## src/rtl/shift_input_reader_if.sv

```systemverilog
//------------------------------------------------------------------------------
// Module      : shift_input_reader_if
// Description : Serial chain pins and captured-word bus for shift_input_reader.
// Revision    : 1.0 - initial release
//------------------------------------------------------------------------------
`default_nettype none

interface shift_input_reader_if #(
    parameter int WIDTH = 8
);
    logic             start;
    logic             sr_data;
    logic             sr_pl_n;
    logic             sr_clk;
    logic [WIDTH-1:0] data;
    logic             valid;
    logic             changed;
    logic             busy;

    // Reader side: samples the chain and publishes the captured word.
    modport slave (
        input  start,
        input  sr_data,
        output sr_pl_n,
        output sr_clk,
        output data,
        output valid,
        output changed,
        output busy
    );

    // Controller side: requests scans and consumes the captured word.
    modport master (
        output start,
        output sr_data,
        input  sr_pl_n,
        input  sr_clk,
        input  data,
        input  valid,
        input  changed,
        input  busy
    );
endinterface

`default_nettype wire

```

## src/rtl/shift_input_reader.sv

```systemverilog
//------------------------------------------------------------------------------
// Module      : shift_input_reader
// Description : Reads a 74HC165-style PISO chain MSB first and publishes the word.
// Revision    : 1.0 - initial release
//------------------------------------------------------------------------------
`default_nettype none

module shift_input_reader #(
    parameter int WIDTH     = 8,
    parameter int CLK_DIV   = 1316,
    parameter int AUTO_SCAN = 0
) (
    input  logic                  clk,
    input  logic                  rst_n,
    shift_input_reader_if.slave   bus
);

    localparam int c_CW = $clog2(CLK_DIV);
    localparam int c_BW = $clog2(WIDTH + 1);

    localparam logic [c_CW-1:0] c_PHASE_LAST = c_CW'(CLK_DIV - 1);
    localparam logic [c_BW-1:0] c_BIT_LAST   = c_BW'(WIDTH - 1);
    localparam logic            c_AUTO       = (AUTO_SCAN != 0);

    localparam logic [2:0] S_IDLE     = 3'd0;
    localparam logic [2:0] S_LOAD     = 3'd1;
    localparam logic [2:0] S_SHIFT_LO = 3'd2;
    localparam logic [2:0] S_SHIFT_HI = 3'd3;
    localparam logic [2:0] S_DONE     = 3'd4;

    logic [2:0]       r_state;
    logic [c_CW-1:0]  r_phase_cnt;
    logic [c_BW-1:0]  r_bit_cnt;
    logic [WIDTH-1:0] r_shreg;
    logic [WIDTH-1:0] r_data;
    logic             r_sr_pl_n;
    logic             r_sr_clk;
    logic             r_valid;
    logic             r_changed;
    logic             r_busy;

    wire w_phase_end = (r_phase_cnt == c_PHASE_LAST);

    // Pin outputs are updated on the same edge as the state they belong to.
    always_ff @(posedge clk or negedge rst_n) begin
        if (!rst_n) begin
            r_state     <= S_IDLE;
            r_phase_cnt <= '0;
            r_bit_cnt   <= '0;
            r_shreg     <= '0;
            r_data      <= '0;
            r_sr_pl_n   <= 1'b1;
            r_sr_clk    <= 1'b0;
            r_valid     <= 1'b0;
            r_changed   <= 1'b0;
            r_busy      <= 1'b0;
        end else begin
            r_valid   <= 1'b0;
            r_changed <= 1'b0;
            case (r_state)
                S_IDLE: begin
                    if (bus.start || c_AUTO) begin
                        r_state     <= S_LOAD;
                        r_phase_cnt <= '0;
                        r_sr_pl_n   <= 1'b0;
                        r_sr_clk    <= 1'b0;
                        r_busy      <= 1'b1;
                    end
                end
                S_LOAD: begin
                    if (w_phase_end) begin
                        r_state     <= S_SHIFT_LO;
                        r_phase_cnt <= '0;
                        r_bit_cnt   <= '0;
                        r_sr_pl_n   <= 1'b1;
                    end else begin
                        r_phase_cnt <= r_phase_cnt + c_CW'(1);
                    end
                end
                S_SHIFT_LO: begin
                    if (w_phase_end) begin
                        // Sample Q7 at the end of the low phase, well after the last shift edge.
                        r_shreg     <= {r_shreg[WIDTH-2:0], bus.sr_data};
                        r_bit_cnt   <= r_bit_cnt + c_BW'(1);
                        r_phase_cnt <= '0;
                        if (r_bit_cnt == c_BIT_LAST) begin
                            r_state <= S_DONE;
                        end else begin
                            r_state  <= S_SHIFT_HI;
                            r_sr_clk <= 1'b1;
                        end
                    end else begin
                        r_phase_cnt <= r_phase_cnt + c_CW'(1);
                    end
                end
                S_SHIFT_HI: begin
                    if (w_phase_end) begin
                        r_state     <= S_SHIFT_LO;
                        r_phase_cnt <= '0;
                        r_sr_clk    <= 1'b0;
                    end else begin
                        r_phase_cnt <= r_phase_cnt + c_CW'(1);
                    end
                end
                S_DONE: begin
                    r_data      <= r_shreg;
                    r_valid     <= 1'b1;
                    r_changed   <= (r_shreg != r_data);
                    r_busy      <= c_AUTO;
                    r_phase_cnt <= '0;
                    if (c_AUTO) begin
                        r_state   <= S_LOAD;
                        r_sr_pl_n <= 1'b0;
                    end else begin
                        r_state <= S_IDLE;
                    end
                end
                default: begin
                    r_state   <= S_IDLE;
                    r_sr_pl_n <= 1'b1;
                    r_sr_clk  <= 1'b0;
                    r_busy    <= 1'b0;
                end
            endcase
        end
    end

    assign bus.sr_pl_n = r_sr_pl_n;
    assign bus.sr_clk  = r_sr_clk;
    assign bus.data    = r_data;
    assign bus.valid   = r_valid;
    assign bus.changed = r_changed;
    assign bus.busy    = r_busy;

endmodule

`default_nettype wire

```

## src/flat_wrapper.sv

```systemverilog
// flat-port wrapper written by rule: the top's interface ports become plain ports
module shift_input_reader_flat 
#(
    parameter int WIDTH     = 8,
    parameter int CLK_DIV   = 1316,
    parameter int AUTO_SCAN = 0
)
  (clk, rst_n, bus_start, bus_sr_data, bus_sr_pl_n, bus_sr_clk, bus_data, bus_valid, bus_changed, bus_busy);
  shift_input_reader_if #(.WIDTH(WIDTH)) bus_i ();
  input  logic clk;
  input  logic rst_n;
  input wire logic [$bits(bus_i.start)-1:0] bus_start;
  input wire logic [$bits(bus_i.sr_data)-1:0] bus_sr_data;
  output wire logic [$bits(bus_i.sr_pl_n)-1:0] bus_sr_pl_n;
  output wire logic [$bits(bus_i.sr_clk)-1:0] bus_sr_clk;
  output wire logic [$bits(bus_i.data)-1:0] bus_data;
  output wire logic [$bits(bus_i.valid)-1:0] bus_valid;
  output wire logic [$bits(bus_i.changed)-1:0] bus_changed;
  output wire logic [$bits(bus_i.busy)-1:0] bus_busy;
  assign bus_i.start = bus_start;
  assign bus_i.sr_data = bus_sr_data;
  assign bus_sr_pl_n = bus_i.sr_pl_n;
  assign bus_sr_clk = bus_i.sr_clk;
  assign bus_data = bus_i.data;
  assign bus_valid = bus_i.valid;
  assign bus_changed = bus_i.changed;
  assign bus_busy = bus_i.busy;
  shift_input_reader #(.WIDTH(WIDTH), .CLK_DIV(CLK_DIV), .AUTO_SCAN(AUTO_SCAN)) u_core (.clk(clk), .rst_n(rst_n), .bus(bus_i));
endmodule
```

## config.mk

```make
export PLATFORM = sky130hd
export DESIGN_NAME = shift_input_reader_flat
export DESIGN_NICKNAME = d
export VERILOG_FILES = /design/src/rtl/shift_input_reader_if.sv /design/src/rtl/shift_input_reader.sv /design/src/flat_wrapper.sv
export SDC_FILE = /design/constraint.sdc
export NUM_CORES = 1
export LEC_CHECK = 0
export CAP_MARGIN = 20
export CORE_MARGIN = 2
export CORE_UTILIZATION = 25
export DETAILED_ROUTE_END_ITERATION = 8
export PLACE_DENSITY = 0.46
export SYNTH_ARGS = -nofsm -noshare
export SYNTH_HDL_FRONTEND = slang
export SYNTH_SLANG_ARGS = --single-unit
```

## constraint.sdc

```tcl
create_clock -name clk -period 4 [get_ports clk]
set_clock_uncertainty 0.1 [all_clocks]
set_input_delay 0.8 -clock clk [delete_from_list [all_inputs] [get_ports clk]]
set_output_delay 0.8 -clock clk [all_outputs]
set_load 0.02 [all_outputs]
```

Word-level counts from Yosys, hierarchy flattened
Index checks and enable logic that the tools add are counted.
{ "word_totals": {"reg_bits": 39, "inputBits": 4} }
{ "classes": {"n_addsub": 2, "eq_ne": 13, "n_reduce_logical": 14, "mux": 22, "bitwise": 3} }
{ "ops": {"columns": ["op", "n"], "rows": [
  ["$pmux 11 s3", 1],
  ["$mux 11", 2],
  ["$mux 3", 4],
  ["$add 11x1->11 const B", 1],
  ["$eq 11x11->1 const B", 1],
  ["$pmux 3 s3", 1],
  ["$reduce_and 3->1", 3],
  ["$mux 1", 8],
  ["$mux 4", 2],
  ["$ne 2x1->1 const B", 4],
  ["$ne 8x8->1", 1],
  ["$pmux 4 s2", 1],
  ["$eq 3x2->1 const B", 2],
  ["$reduce_and 2->1", 3],
  ["$reduce_or 3->1", 2],
  ["$reduce_and 5->1", 1],
  ["$add 4x1->4 const B", 1],
  ["$eq 4x3->1 const B", 1],
  ["$ne 2x2->1 const B", 2],
  ["$pmux 1 s4", 1],
  ["$reduce_or 2->1", 2],
  ["$eq 3x1->1 const B", 1],
  ["$eq 3x3->1 const B", 1],
  ["$logic_not 3->1", 1],
  ["5 further kinds", 7]
]} }

Depth between registers and ports, before layout
{ "depth": {"ltp_word": 4, "mapped_depth": 6, "mapped_depth_nobuf": 5} }

Least setup slack after synthesis
No wires, ideal clock.
{ "synth_path": {"kind": "reg-to-reg", "start": "reg u_core.r_phase_cnt[0]", "end": "reg u_core.r_phase_cnt[9]", "path_stages_with_launch": 7, "path_buffers": 1, "setup_slack_ns": 1.959, "synth_period_minus_slack_ns": 2.041, "t_arrival_ns": 1.869, "path_cell_list": "dfrtp_1 > ha_1 > nor2b_1 > clkbuf_1 > a311o_2 > or4_1 > nand3_1"} }
{ "synth_via": {"elab_chain_cells": 3, "elab_cells_between_ends": 4, "cone_classes": "1 x add/sub; 1 x eq/ne; 2 x mux"} }
{ "synth_lines": {"columns": ["element", "line_no", "text"], "rows": [
  ["from (decl)", "shift_input_reader.sv:32", "logic [c_CW-1:0] r_phase_cnt;"],
  ["from (signal assigned)", "shift_input_reader.sv:77", "r_phase_cnt <= r_phase_cnt + c_CW'(1);"],
  ["from (signal assigned)", "shift_input_reader.sv:93", "r_phase_cnt <= r_phase_cnt + c_CW'(1);"],
  ["from (signal assigned)", "shift_input_reader.sv:102", "r_phase_cnt <= r_phase_cnt + c_CW'(1);"],
  ["$add 11x1->11 / $eq 11x11->1 (equally long branches)", null, null],
  ["$mux 11 (*)", "shift_input_reader.sv:71, shift_input_reader.sv:81, shift_input_reader.sv:97", null],
  ["$pmux 11 s3 (*)", "shift_input_reader.sv:60", "case (r_state)"]
]} }
Mark *: on every way between the ends. The rest lies on a longest branch, timed or not.
A chain may end at the register's enable or synchronous reset.

Worst setup path in the final report
{ "layout_path": {"start": "reg u_core.r_sr_pl_n (netlist: u_core.bus.sr_pl_n)", "end": "out bus_sr_pl_n"} }
{ "layout_rtl": {"columns": ["element", "line_no", "text"], "rows": [
  ["from (decl)", "shift_input_reader.sv:36", "logic r_sr_pl_n;"],
  ["from (signal assigned)", "shift_input_reader.sv:52", "r_sr_pl_n <= 1'b1;"],
  ["from (signal assigned)", "shift_input_reader.sv:65", "r_sr_pl_n <= 1'b0;"],
  ["from (signal assigned)", "shift_input_reader.sv:75", "r_sr_pl_n <= 1'b1;"],
  ["to (decl)", "flat_wrapper.sv:14", "output wire logic [$bits(bus_i.sr_pl_n)-1:0] bus_sr_pl_n;"]
]} }
No word-level cell between the ends.

==> impl_metrics.json <==
{
  "sw_frac_of_total_pct": 21.3,
  "rrSetupSlack_ps": 1790,
  "holdBufCountCts": 0,
  "rows": 32,
  "ant_nets": 0,
  "antennaDiodeCount": 0,
  "ios": 17,
  "post-route-period-util_pct": 58.6,
  "drv_cap": 0,
  "ys.warnings.count": 0,
  "core_um2": 7690,
  "synthFlopType": "dfrtp_1",
  "critPathTopFamily": "buffers and inverters",
  "seqPwrFrac_pct": 58.0,
  "layout_commonest_cell": "dfrtp_1",
  "path_buf_inv": 1,
  "dr_wl_met2_mm": 1.74,
  "met1_length_mm": 2.09,
  "critical_path.endpoint_type": "primary output",
  "timing.setup.tns_ps": 0,
  "clk_path_buf_depth": 2,
  "critPathMaxFanout": 3,
  "cts_tree": "yes",
  "die_h_um": 92.6,
  "synthArstFlopShare_pct": 100,
  "status": "completed",
  "final_max_slew_viol_count": 0,
  "cpPeakStageDelay_ps": 610,
  "gp_congestion": 0.704,
  "worst_slew_pin_slew_ps": 884,
  "syn_area_um2": 1960,
  "post_cts_buffers": 0,
  "highest_layer": "met4",
  "hpwlAfterDp_mm": 2.76,
  "fin_util_pct": 30.2,
  "vias_per_cell": 4.84,
  "synthTopCellsByArea": "dfrtp_1 (48%), mux2_2 (9.7%), nand3_1 (4.8%)",
  "synth_top_area_cell": "dfrtp_1",
  "setup_viol": 0,
  "worst_slack_ps": 1660,
  "antenna_found_initial": 0,
  "internal_power_uw": 536,
  "clk_pin_slew_worst_paths_ps": 70,
  "cp.required_ps": 3100,
  "netlist.area_leader.share_pct": 48.4,
  "synth_edf_count": 0,
  "cts_sinks": 39,
  "arrival_ps": 1440,
  "layout_common_cells": "dfrtp_1 (38), nand3_1 (19), nand2_1 (18), mux2_2 (17), clkdlybuf4s50_1 (15)",
  "syn_nets": 186,
  "die_area_um2": 8580,
  "avgSynthCellArea_um2": 10.9,
  "pre_cts_slack_ps": 1570,
  "crit_start": "u_core.bus.sr_pl_n$_DFFE_PN1P_",
  "drtIter0Drc": 113,
  "htree_levels": 2,
  "p_switching_uw": 145,
  "reg2reg_from": "u_core.r_phase_cnt[0]$_DFFE_PN0P_",
  "critical_path_class": "flip-flop to primary output",
  "grt_pass1_wl_mm": 7.11,
  "synthCells": 180,
  "comb_power_share_pct": 1.7,
  "wl_met3_um": 162,
  "r2r_end": "u_core.bus.sr_clk$_DFFE_PN0P_",
  "nets": 205,
  "rsz0062_at_grt": "no",
  "num_vias": 1463,
  "postCtsResizedCells": 0,
  "grt_pass1_vias": 1402,
  "finalCriticalPeriod_ps": 2340,
  "synth_seq_cells": 39,
  "rr_worst_depth": 5,
  "hold_path_class": "flip-flop to flip-flop",
  "grt_overflow_total": 0,
  "clkPwrFrac_pct": 40.3,
  "cellPowerDensity_nw_per_um2": 293,
  "worst_setup_path_start_kind": "flip-flop",
  "drt-wirelength-per-cell_um": 13.4,
  "hold_violations": 0,
  "start_util_pct": 25.6,
  "path_depth": 1,
  "port_buffers": 16,
  "cp-endpoint": "bus_sr_pl_n",
  "relSlewSlack_pct": 41.0,
  "leakagePower_nw": 1.02,
  "irDropWorstVdd_mv": 0.109,
  "cts_buffers": 5,
  "grt_max_degree": 40,
  "fmax_mhz": 427,
  "firstDrtPassIters": 4,
  "path_cells": "clkdlybuf4s50_1",
  "grt.total_usage_pct": 10.4,
  "clock_latency_ps": 290,
  "die_x_um": 92.6,
  "slowest_stage": "clkdlybuf4s50_1",
  "cts_root_buf": "clkbuf_8",
  "wl_mm": 4.05,
  "synth_cell_types": 48,
  "drcViolationCount": 0,
  "synth_seq_area_share_pct": 49.7,
  "drive_gt1_share_pct": 18.0,
  "area.growth.synth_to_final_pct": 18.3,
  "layout.cells.non_filler": 302,
  "place_inst": 294
}
## through the flow
step                power [mW]  hold WS [ps]  area, µm²
CTS                      0.695           443       2320
global placement         0.416           421       2230
floorplan                0.404           386       1960
global route             0.721           477       2320
detailed placement       0.416           426       2230
finish                   0.682           444       2320
## flip-flops by register name, summed over array words and instances (netlist names)
register and flops:
u_core.bus.sr_pl_n 1, u_core.r_bit_cnt 4, u_core.bus.busy 1, u_core.bus.changed 1
u_core.r_state 3, u_core.r_shreg 8, u_core.bus.valid 1, u_core.bus.sr_clk 1
u_core.r_phase_cnt 11, u_core.bus.data 8
## per-layer routing
metal | vias up | GRT usage [%]
met5 | - | 0
met4 | 0 | 3.31
met3 | 6 | 3.25
met2 | 22 | 15.9
met1 | 718 | 14.2
li1 | 717 | -
## final cells by class
cell class                      instances  area (µm²)
Clock inverter                          1        5.00
Tap cell                              102         128
Clock buffer                            7        86.3
Timing Repair Buffer                   17         160
Inverter                                3        11.3
Fill cell                             825        5360
Sequential cell                        39         977
Multi-Input combinational cell        133         957
## how the worst min path moves through the flow
stage / cells after the start / startpoint / slack, ps / end
global route: 1 / u_core.bus.data[4]$_DFFE_PN0P_ / 480 / u_core.bus.data[4]$_DFFE_PN0P_
detailed placement: 2 / u_core.r_phase_cnt[10]$_DFFE_PN0P_ / 430 / u_core.r_phase_cnt[10]$_DFFE_PN0P_
CTS: 2 / u_core.r_phase_cnt[10]$_DFFE_PN0P_ / 440 / u_core.r_phase_cnt[10]$_DFFE_PN0P_
finish: 2 / u_core.r_phase_cnt[10]$_DFFE_PN0P_ / 440 / u_core.r_phase_cnt[10]$_DFFE_PN0P_
global placement: 2 / u_core.r_phase_cnt[10]$_DFFE_PN0P_ / 420 / u_core.r_phase_cnt[10]$_DFFE_PN0P_
floorplan: 2 / u_core.r_phase_cnt[10]$_DFFE_PN0P_ / 390 / u_core.r_phase_cnt[10]$_DFFE_PN0P_
## Yosys cell counts, types with 2 or more instances
| library cell | number |
|---|---|
| inv_1 | 2 |
| a21o_1 | 3 |
| or4_1 | 4 |
| dfrtp_1 | 38 |
| o211ai_1 | 2 |
| nor4_1 | 3 |
| o21ai_0 | 5 |
| nand4_1 | 3 |
| xor2_1 | 8 |
| nand2_1 | 18 |
| a22o_1 | 2 |
| mux2_2 | 17 |
| nand2b_1 | 2 |
| nand3_1 | 19 |
| clkbuf_1 | 5 |
| or3_1 | 2 |
| nor3b_1 | 2 |
| ha_1 | 2 |
| nor3_1 | 2 |
| a21oi_1 | 7 |
| o31ai_1 | 4 |
| nor2_1 | 4 |
## logic make-up after synthesis
group / Yosys count / share of synthesized area (%)
muxes: 17 / 9.75
xor gates and xnor gates: 8 / 3.57
AOI/OAI and AO/OA: 35 / 12.8
DFF: 39 / 49.7
and+or+nand+nor: 71 / 21.3
buffers and inverters: 8 / 1.53
adders and majority gates: 2 / 1.27
## power groups by stage
| stage | combinational, mW | clock (mW) | sequential [mW] |
|---|---|---|---|
| 2_1_floorplan | 0.000976 | 0 | 0.403 |
| 3_3_place_gp | 0.0128 | 0 | 0.403 |
| 3_5_place_dp | 0.0127 | 0 | 0.403 |
| 4_1_cts | 0.0129 | 0.287 | 0.395 |
| 5_1_grt | 0.0139 | 0.312 | 0.395 |
| 6_report | 0.0117 | 0.275 | 0.395 |
## worst reg2reg max path, stage by stage (launching register included)
cell	delay [ps]
dfrtp_1	400
ha_1	220
nor2b_1	480
nand4_4	300
or4_1	580
nand3_1	90
Power figures use the tool's default switching activity.
